`src/rtl/vga_scan_if.sv`:
```
// Frame-buffer read port and VGA output bundle of the scan driver.
interface vga_scan_if;
  localparam int unsigned X_W   = 11;
  localparam int unsigned Y_W   = 10;
  localparam int unsigned COL_W = 12;
  localparam int unsigned CH_W  = 4;

  logic [X_W-1:0]   x;
  logic [Y_W-1:0]   y;
  logic [COL_W-1:0] colour_in;
  logic             frame_trig;
  logic [CH_W-1:0]  vga_r;
  logic [CH_W-1:0]  vga_g;
  logic [CH_W-1:0]  vga_b;
  logic             hsync;
  logic             vsync;
  logic             active;

  modport master (
    output x, y, frame_trig, vga_r, vga_g, vga_b, hsync, vsync, active,
    input  colour_in
  );

  modport slave (
    input  x, y, frame_trig, vga_r, vga_g, vga_b, hsync, vsync, active,
    output colour_in
  );
endinterface

```
`src/rtl/vga_scan_driver.sv`:
```
// Raster timing engine for a pixel frame buffer: generates read coordinates,
// realigns sync/enable with the buffer read latency and drives 4:4:4 RGB.
module vga_scan_driver #(
  parameter int unsigned H_ACTIVE   = 800,
  parameter int unsigned H_FRONT    = 56,
  parameter int unsigned H_SYNC     = 120,
  parameter int unsigned H_BACK     = 64,
  parameter int unsigned V_ACTIVE   = 600,
  parameter int unsigned V_FRONT    = 37,
  parameter int unsigned V_SYNC     = 6,
  parameter int unsigned V_BACK     = 23,
  parameter int unsigned SYNC_POL   = 1,
  parameter int unsigned PIX_DIV    = 1,
  parameter int unsigned RD_LATENCY = 1
) (
  input  logic          clk,
  input  logic          rst,
  vga_scan_if.master    bus
);
  localparam int unsigned H_TOTAL = H_ACTIVE + H_FRONT + H_SYNC + H_BACK;
  localparam int unsigned V_TOTAL = V_ACTIVE + V_FRONT + V_SYNC + V_BACK;
  localparam int unsigned H_W     = 11;
  localparam int unsigned V_W     = 10;
  localparam int unsigned DIV_W   = 3;
  localparam logic        SYNC_ON = (SYNC_POL != 0);

  typedef enum logic [1:0] {REG_ACTIVE, REG_FRONT, REG_SYNC, REG_BACK} region_t;

  function automatic region_t h_decode(input logic [H_W-1:0] c);
    if (c < H_W'(H_ACTIVE))                          return REG_ACTIVE;
    else if (c < H_W'(H_ACTIVE + H_FRONT))           return REG_FRONT;
    else if (c < H_W'(H_ACTIVE + H_FRONT + H_SYNC))  return REG_SYNC;
    else                                             return REG_BACK;
  endfunction

  function automatic region_t v_decode(input logic [V_W-1:0] c);
    if (c < V_W'(V_ACTIVE))                          return REG_ACTIVE;
    else if (c < V_W'(V_ACTIVE + V_FRONT))           return REG_FRONT;
    else if (c < V_W'(V_ACTIVE + V_FRONT + V_SYNC))  return REG_SYNC;
    else                                             return REG_BACK;
  endfunction

  logic [DIV_W-1:0] div_q, div_d;
  logic [H_W-1:0]   h_q, h_d, x_d;
  logic [V_W-1:0]   v_q, v_d, y_d;
  region_t          h_reg_q, h_reg_d, v_reg_q, v_reg_d;
  logic             trig_d;
  logic             tick_c, h_wrap_c;

  // Counter and region state register; x/y/frame_trig move with it.
  always_ff @(posedge clk or negedge rst) begin
    if (!rst) begin
      div_q          <= '0;
      h_q            <= '0;
      v_q            <= '0;
      h_reg_q        <= REG_ACTIVE;
      v_reg_q        <= REG_ACTIVE;
      bus.x          <= '0;
      bus.y          <= '0;
      bus.frame_trig <= 1'b0;
    end else begin
      div_q          <= div_d;
      h_q            <= h_d;
      v_q            <= v_d;
      h_reg_q        <= h_reg_d;
      v_reg_q        <= v_reg_d;
      bus.x          <= x_d;
      bus.y          <= y_d;
      bus.frame_trig <= trig_d;
    end
  end

  // Next-state: divider, counters, region decode of the next count.
  always_comb begin
    tick_c   = (div_q == DIV_W'(PIX_DIV - 1));
    h_wrap_c = (h_q == H_W'(H_TOTAL - 1));
    div_d    = tick_c ? '0 : div_q + DIV_W'(1);
    h_d      = h_q;
    v_d      = v_q;
    trig_d   = 1'b0;
    if (tick_c) begin
      h_d    = h_wrap_c ? '0 : h_q + H_W'(1);
      if (h_wrap_c) begin
        v_d  = (v_q == V_W'(V_TOTAL - 1)) ? '0 : v_q + V_W'(1);
      end
      trig_d = h_wrap_c && (v_q == V_W'(V_ACTIVE - 1));
    end
    h_reg_d  = h_decode(h_d);
    v_reg_d  = v_decode(v_d);
    x_d      = (h_reg_d == REG_ACTIVE) ? h_d : '0;
    y_d      = (v_reg_d == REG_ACTIVE) ? v_d : '0;
  end

  logic                  de_raw_c, hs_raw_c, vs_raw_c;
  logic [RD_LATENCY-1:0] de_pipe, hs_pipe, vs_pipe;

  assign de_raw_c = (h_reg_q == REG_ACTIVE) && (v_reg_q == REG_ACTIVE);
  assign hs_raw_c = (h_reg_q == REG_SYNC);
  assign vs_raw_c = (v_reg_q == REG_SYNC);

  // Delay enable/syncs by the buffer latency, then register with the colour.
  always_ff @(posedge clk or negedge rst) begin
    if (!rst) begin
      de_pipe    <= '0;
      hs_pipe    <= '0;
      vs_pipe    <= '0;
      bus.vga_r  <= '0;
      bus.vga_g  <= '0;
      bus.vga_b  <= '0;
      bus.active <= 1'b0;
      bus.hsync  <= ~SYNC_ON;
      bus.vsync  <= ~SYNC_ON;
    end else begin
      de_pipe[0] <= de_raw_c;
      hs_pipe[0] <= hs_raw_c;
      vs_pipe[0] <= vs_raw_c;
      for (int i = 1; i < RD_LATENCY; i++) begin
        de_pipe[i] <= de_pipe[i-1];
        hs_pipe[i] <= hs_pipe[i-1];
        vs_pipe[i] <= vs_pipe[i-1];
      end
      bus.vga_r  <= de_pipe[RD_LATENCY-1] ? bus.colour_in[11:8] : '0;
      bus.vga_g  <= de_pipe[RD_LATENCY-1] ? bus.colour_in[7:4]  : '0;
      bus.vga_b  <= de_pipe[RD_LATENCY-1] ? bus.colour_in[3:0]  : '0;
      bus.active <= de_pipe[RD_LATENCY-1];
      bus.hsync  <= hs_pipe[RD_LATENCY-1] ~^ SYNC_ON;
      bus.vsync  <= vs_pipe[RD_LATENCY-1] ~^ SYNC_ON;
    end
  end
endmodule

```
`src/flat_wrapper.sv`:
```
// flat-port wrapper written by rule: the top's interface ports become plain ports
module vga_scan_driver_flat 
#(
  parameter int unsigned H_ACTIVE   = 800,
  parameter int unsigned H_FRONT    = 56,
  parameter int unsigned H_SYNC     = 120,
  parameter int unsigned H_BACK     = 64,
  parameter int unsigned V_ACTIVE   = 600,
  parameter int unsigned V_FRONT    = 37,
  parameter int unsigned V_SYNC     = 6,
  parameter int unsigned V_BACK     = 23,
  parameter int unsigned SYNC_POL   = 1,
  parameter int unsigned PIX_DIV    = 1,
  parameter int unsigned RD_LATENCY = 1
)
  (clk, rst, bus_x, bus_y, bus_frame_trig, bus_vga_r, bus_vga_g, bus_vga_b, bus_hsync, bus_vsync, bus_active, bus_colour_in);
  vga_scan_if bus_i ();
  input  logic clk;
  input  logic rst;
  output wire logic [$bits(bus_i.x)-1:0] bus_x;
  output wire logic [$bits(bus_i.y)-1:0] bus_y;
  output wire logic [$bits(bus_i.frame_trig)-1:0] bus_frame_trig;
  output wire logic [$bits(bus_i.vga_r)-1:0] bus_vga_r;
  output wire logic [$bits(bus_i.vga_g)-1:0] bus_vga_g;
  output wire logic [$bits(bus_i.vga_b)-1:0] bus_vga_b;
  output wire logic [$bits(bus_i.hsync)-1:0] bus_hsync;
  output wire logic [$bits(bus_i.vsync)-1:0] bus_vsync;
  output wire logic [$bits(bus_i.active)-1:0] bus_active;
  input wire logic [$bits(bus_i.colour_in)-1:0] bus_colour_in;
  assign bus_x = bus_i.x;
  assign bus_y = bus_i.y;
  assign bus_frame_trig = bus_i.frame_trig;
  assign bus_vga_r = bus_i.vga_r;
  assign bus_vga_g = bus_i.vga_g;
  assign bus_vga_b = bus_i.vga_b;
  assign bus_hsync = bus_i.hsync;
  assign bus_vsync = bus_i.vsync;
  assign bus_active = bus_i.active;
  assign bus_i.colour_in = bus_colour_in;
  vga_scan_driver #(.H_ACTIVE(H_ACTIVE), .H_FRONT(H_FRONT), .H_SYNC(H_SYNC), .H_BACK(H_BACK), .V_ACTIVE(V_ACTIVE), .V_FRONT(V_FRONT), .V_SYNC(V_SYNC), .V_BACK(V_BACK), .SYNC_POL(SYNC_POL), .PIX_DIV(PIX_DIV), .RD_LATENCY(RD_LATENCY)) u_core (.clk(clk), .rst(rst), .bus(bus_i));
endmodule
```
`config.mk`:
```
export PLATFORM = sky130hd
export DESIGN_NAME = vga_scan_driver_flat
export DESIGN_NICKNAME = d
export VERILOG_FILES = /design/src/rtl/vga_scan_if.sv /design/src/rtl/vga_scan_driver.sv /design/src/flat_wrapper.sv
export SDC_FILE = /design/constraint.sdc
export NUM_CORES = 1
export LEC_CHECK = 0
export BUFFER_PORTS_ARGS = -buffer_cell sky130_fd_sc_hd__buf_2
export CAP_MARGIN = 20
export CORE_ASPECT_RATIO = 1.4
export CORE_MARGIN = 2
export CORE_UTILIZATION = 50
export DETAILED_ROUTE_END_ITERATION = 12
export PLACE_DENSITY = 0.75
export RECOVER_POWER = 100
export SETUP_SLACK_MARGIN = 0.4
export SLEW_MARGIN = 20
export SYNTH_ARGS = -nofsm -noshare
export SYNTH_HDL_FRONTEND = slang
export SYNTH_SLANG_ARGS = --single-unit
```
`constraint.sdc`:
```
create_clock -name clk -period 2.45 [get_ports clk]
set_clock_uncertainty 0.1 [all_clocks]
set_input_delay 0 -clock clk [delete_from_list [all_inputs] [get_ports clk]]
set_output_delay 0 -clock clk [all_outputs]
set_load 0.05 [all_outputs]
```
======== After elaboration in Yosys (flattened, before gate mapping) ========
Cells that the tools add are included.
cells by class
  $add $sub $neg .......................... 3
  magnitude comparators ................... 6
  equality and inequality tests ........... 5
  mux-type cells .......................... 18
  reduce and logical (&&, ||, !) cells .... 7
operators with widths
  cell                                                   number
  two-way mux 10 bit                                     4
  < comparator 11 x 10 -> 1 bit (second input constant)  3
  two-way mux 11 bit                                     3
  < comparator 10 bit (second input constant)            3
  == test 10 bit (second input constant)                 2
  two-way mux 4 bit                                      3
  adder 11 x 1 -> 11 bit (second input constant)         1
  == test 11 bit (second input constant)                 1
  adder 10 x 1 -> 10 bit (second input constant)         1
  zero test 2 bit                                        4
  two-way mux 2 bit                                      4
  == test 2 bit (second input constant)                  2
  adder 3 x 1 -> 3 bit (second input constant)           1
  zero test 3 bit                                        1
  two-way mux 1 bit                                      3
  two-way mux 3 bit                                      1
  logical AND 1 bit                                      2
word-level totals
  register bits ........................... 68
  bits of input ports ..................... 14
  output and inout port bits .............. 37
  word-level logic and storage cells ...... 56

======== Logic depth before layout (Yosys ltp) ========
  depth after elaboration ................. 10
  gate-level depth with buffers ........... 10
  depth with buffers taken out ............ 9

======== Worst setup path before layout ========
Ideal clock, no wire load.
  kind .................................... register to register
  from .................................... register u_core.v_q[0]
  to ...................................... register u_core.bus.y[5]
  setup time .............................. 131 ps
  data arrival time ....................... 2122 ps
  required time ........................... 2219 ps
  slack ................................... 96 ps
  cell stages (with the launch flop) ...... 9
  path buffers ............................ 1
  clock period less this slack ............ 2354 ps
  path through ............................ dfrtp_1 -> clkbuf_1 -> nand3_1 -> or3_1 -> or3_1 -> a22oi_1 -> a31oi_4 -> a21bo_4 -> nor2_1
on the way
  longest elaborated chain between the ends .. 10
  elaborated cells on any way between the ends .. 13
  those cells by class .................... 1 x add/sub; 3 x order compare; 1 x eq/ne; 7 x mux; 1 x reduce/logical
RTL lines
  what                                                             line                   RTL
  start: declaration                                               vga_scan_driver.sv:45  logic [V_W-1:0] v_q, v_d, y_d;
  start signal: assignment                                         vga_scan_driver.sv:64  v_q <= v_d;
  adder 10 x 1 -> 10 bit / == test 10 bit (equally long branches)  vga_scan_driver.sv:84  v_d = (v_q == V_W'(V_TOTAL - 1)) ? '0 : v_q + V_W'(1);
  two-way mux 10 bit                                               vga_scan_driver.sv:84
  two-way mux 10 bit                                               vga_scan_driver.sv:83  if (h_wrap_c) begin
  two-way mux 10 bit *                                             vga_scan_driver.sv:81  if (tick_c) begin
  < comparator 10 bit                                              vga_scan_driver.sv:39  else if (c < V_W'(V_ACTIVE + V_FRONT + V_SYNC)) return REG_SYNC;
  two-way mux 1 bit                                                vga_scan_driver.sv:39
  two-way mux 2 bit                                                vga_scan_driver.sv:38  else if (c < V_W'(V_ACTIVE + V_FRONT)) return REG_FRONT;
  two-way mux 2 bit                                                vga_scan_driver.sv:37  if (c < V_W'(V_ACTIVE)) return REG_ACTIVE;
  zero test 2 bit                                                  vga_scan_driver.sv:91  y_d = (v_reg_d == REG_ACTIVE) ? v_d : '0;
  two-way mux 10 bit *                                             vga_scan_driver.sv:91
  via u_core.y_d[5]                                                vga_scan_driver.sv:45
  end signal: assignment                                           vga_scan_driver.sv:68  bus.y <= y_d;
  end: declaration                                                 vga_scan_if.sv:20      output x, y, frame_trig, vga_r, vga_g, vga_b, hsync, vsync, active,
The timed path passes the listed nets; every way through them passes the cells marked *.

======== Worst setup path after layout ========
  from .................................... register u_core.v_q[0]
  to ...................................... register u_core.bus.y[6]
The elaborated chain is that of the path after synthesis.

==> results.md <==
* Run status: finished clean
* Final ANT Viol Nets at 0
* Worst path slowest cell: or4_4
* Root Buffer: clkbuf_8
* EDFF count, synth at 0
* Min cycle time layout at 2.44 ns
* Most Crowded Layer GR: met2
* NumNets Final at 399
* Post-synth top area cell: dfrtp_1
* Final instance area at 4290 µm²
* M3 GR Usage at around 4%
* FF-to-FF Start: u_core.v_q[0]
* Num CTS Buffers at 9
* Max Freq at slightly above 400 MHz
* Layout cell share with drive strength beyond 1 at approximately 42%
* Placed cell area at 3510 µm²
* Crit-path leading delay family: simple AND/OR/NAND/NOR gates
* Post-route DRC at 0
* WS Path Type: flip-flop to flip-flop
* Netlist cell types at 49
* Antenna Cells at 0
* Vias/cell at 5.55
* Final setup violation count at 0
* Cells on worst reg2reg path at 8
* Post-synthesis register bit count at 68
* FILL cells at approximately 360
* Register area share after synthesis at 58.4%
* LEAKAGE at 1.97 nW
* I/O Buffers at 50
* Fin. Hold Viols at 0
* Layout area overhead at 47.2%
* Mapped Area at just under 3000 µm²
* CP Max Fanout at 7
* Overflow after GRT at 0
* CTS tree: done
* Met2 Use GR at between 40% and 50%
* Largest cells by area after synthesis: dfrtp_1, and2_1, nand2_1
* Final worst path period share at 99.8%
* WP buf/inv at 0
* Routed wire length at 8320 µm
* Core Box Area at 5570 µm²
* Vias in the first global route at 2523
* Worst setup SP type: flip-flop
* Synth top area share at approximately three fifths
* Final HPWL DP at 4360 µm
* Post-synth ARST share at 100%
* H-Tree Depth at 3
* Largest net degree at the start of global routing at 69
* Syn_area_per_cell at 11.3 µm²
* Maximum VDD drop at 0.000461 V
* Crit path DAT at 2.63 ns
* Post-Syn Nets at approximately 280
* Met1 GRT Util at 27.6%
* Global-route wire length before repair at 11800 µm
* All-Layer GR Usage at 25.5%
* Flop2flop setup slack at approximately 0.0051 ns
* YS warnings at 0
* Slew Viols, Final at 0
* Drt initial violations at between 200 and 250
* DR vias at 2514
* Cell count after synthesis at 257
* Worst Path Required at 2.63 ns
* R2R Path End: u_core.bus.y[6]
* First-pass DRT Iterations at 4
* Final RePlAce weighted congestion at approximately 0.95
* Most used cell, CP: and2_4
* Pwr Density at 516 nW/µm²
* Slew margin rel. at 45.9%
* RSZ-0062 raised after global routing: yes
* IO Count at 51
* Critical path's largest stage delay at about 0.5 ns
* Inst Count DP at about 400
* Number of core rows at 32
* Initial Utilization at 52.4%
* HP Class: input pin to asynchronous set/reset pin
* Setup crit end kind: flip-flop
* Max Cap Viol at 0
* Non-filler cells, final at 453
* Die X at 68.5 µm
* Worst skew pair latency at ~0.36 ns
* Worst-path cell chain: ha_1 -> and2_4 -> nand3_2 -> or4_4 -> and2_4 -> and3b_2 -> a21bo_4 -> nor2b_2
* Setup TNS at 0 ns
* Clock Tree Buf Depth at 2
* Top_reg_cell synth: dfrtp_1
* Slew @ Worst Pin at roughly 0.81 ns
* Clk pin slew, worst setup/hold paths at 0.08 ns
* Initial antenna violation count at 0
* Avg WL per Cell at ~18 µm
* Total power at 2.22 mW
* Die span in y at around 94 µm
* Die area at 6470 µm²
* Clock sinks at 68
-- metrics by stage --
stage / hold slack (ns) / worst slack (ns) / utilization, %
after detailed placement: 0.116 / -0.00838 / 63.1
after global routing: 0.274 / -0.174 / 77.1
final: 0.259 / 0.00513 / 77.1
after floorplan: -0.396 / 0.222 / -
after CTS: 0.255 / 0.0566 / 73.7
after global placement: 0.113 / -0.00480 / 63.1
-- cell usage in the layout, fill, tap and decap left out, types with 3 or more instances in the layout --
cell and n:
dfrtp_1 62, buf_4 51, clkbuf_1 37, nand2_1 17, nor2_1 14, dlygate4sd3_1 13
buf_2 13, inv_1 12, and2_0 10, clkbuf_8 9, nand3_2 7, nor2b_1 7
dfrtp_2 6, nand3_1 5, o21ai_0 5, buf_6 5, and3_1 4, xnor2_1 4
o21ai_1 4, nor2b_2 4, inv_6 4, nand4_1 3, a22oi_2 3, nor3_4 3
xnor2_2 3, and2_4 3, xor2_2 3, o22ai_1 3, and2_1 3, a21oi_1 3
ha_1 3
-- cells in the mapped netlist (4+ instances only) --
| master | count |
|---|---|
| dfrtp_1 | 68 |
| o21ai_0 | 9 |
| and3_1 | 6 |
| ha_1 | 5 |
| nand3_1 | 13 |
| nor2_1 | 17 |
| a22oi_1 | 5 |
| nor2b_1 | 8 |
| nor3_1 | 5 |
| xnor2_1 | 7 |
| inv_1 | 14 |
| nand2_1 | 19 |
| nor2b_2 | 4 |
| a21oi_1 | 6 |
| xor2_1 | 4 |
| and2_1 | 15 |
-- timing repair --
| action | in CTS | in global routing |
|---|---|---|
| resized for setup | 29 | 40 |
| setup endpoints to repair | 25 | 28 |
| endpoints found under the hold margin | 80 | 0 |
| setup buffers | 15 | 9 |
| gates cloned | 1 | 0 |
| pin swaps | 14 | 24 |
| hold buffers | 13 | 0 |
-- final cells by class --
cell class	count	area, µm²	area share [%]
Clock inverter	7	81.3	1.90
Inverter	14	55.1	1.28
Sequential cell	68	1710	39.8
Tap cell	68	85.1	1.98
Multi-Input combinational cell	168	1460	34.1
Clock buffer	9	124	2.89
Timing Repair Buffer	119	773	18.0
-- worst register-to-register path, cell delays in order (launching register included) --
cell	delay [ns]
dfrtp_1	0.44
ha_1	0.25
and2_4	0.19
nand3_2	0.09
or4_4	0.50
and2_4	0.19
and3b_2	0.22
a21bo_4	0.26
nor2b_2	0.13
-- state kept, by name, summed over array words and instances (netlist names), 2 cells and up --
| signal | count |
|---|---|
| u_core.bus.vga_r | 4 |
| u_core.h_reg_q | 2 |
| u_core.div_q | 3 |
| u_core.v_q | 10 |
| u_core.bus.x | 11 |
| u_core.bus.vga_b | 4 |
| u_core.h_q | 11 |
| u_core.bus.y | 10 |
| u_core.v_reg_q | 2 |
| u_core.bus.vga_g | 4 |
-- metal layers --
layer  vias to the layer above  part of all wire (%)
met2                        95                    56
met4                         0                   4.0
met5                         -                     0
li1                       1129                     -
met3                        36                   4.9
met1                      1254                    35
-- how the worst max path moves through the flow --
| stage | cells past startpoint | end | startpoint | slack, ns |
|---|---|---|---|---|
| floorplan | 9 | u_core.v_reg_q[0] | u_core.div_q[0] | 0.22 |
| global placement | 6 | u_core.v_reg_q[0] | u_core.h_q[7] | -0.005 |
| detailed placement | 8 | u_core.v_reg_q[0] | u_core.div_q[1] | -0.008 |
| CTS | 7 | u_core.bus.y[2] | u_core.h_q[6] | 0.06 |
| global route | 8 | u_core.v_reg_q[0] | u_core.h_q[8] | -0.17 |
| finish | 8 | u_core.bus.y[6] | u_core.v_q[0] | 0.005 |
-- report_power, final --
part | total (mW) | leakage (nW) | switching (mW) | internal [mW]
combinational | 0.104 | 0.994 | 0.0737 | 0.0303
sequential | 1.14 | 0.872 | 0.00312 | 1.13
clock | 0.977 | 0.101 | 0.492 | 0.486
-- cells by family (layout without fill, tap and decap cells) --
family	after synthesis	after routing	synth area share (%)
adders and majority gates	5	5	2.15
AOI/OAI and AO/OA	40	40	9.91
buffers and inverters	21	149	3.30
and+or+nand+nor	110	110	22.4
muxes	1	1	0.386
xor gates and xnor gates	11	11	3.30
other	1	1	0.129
DFF	68	68	58.4
No activity file was read; power rests on OpenSTA's default activity.
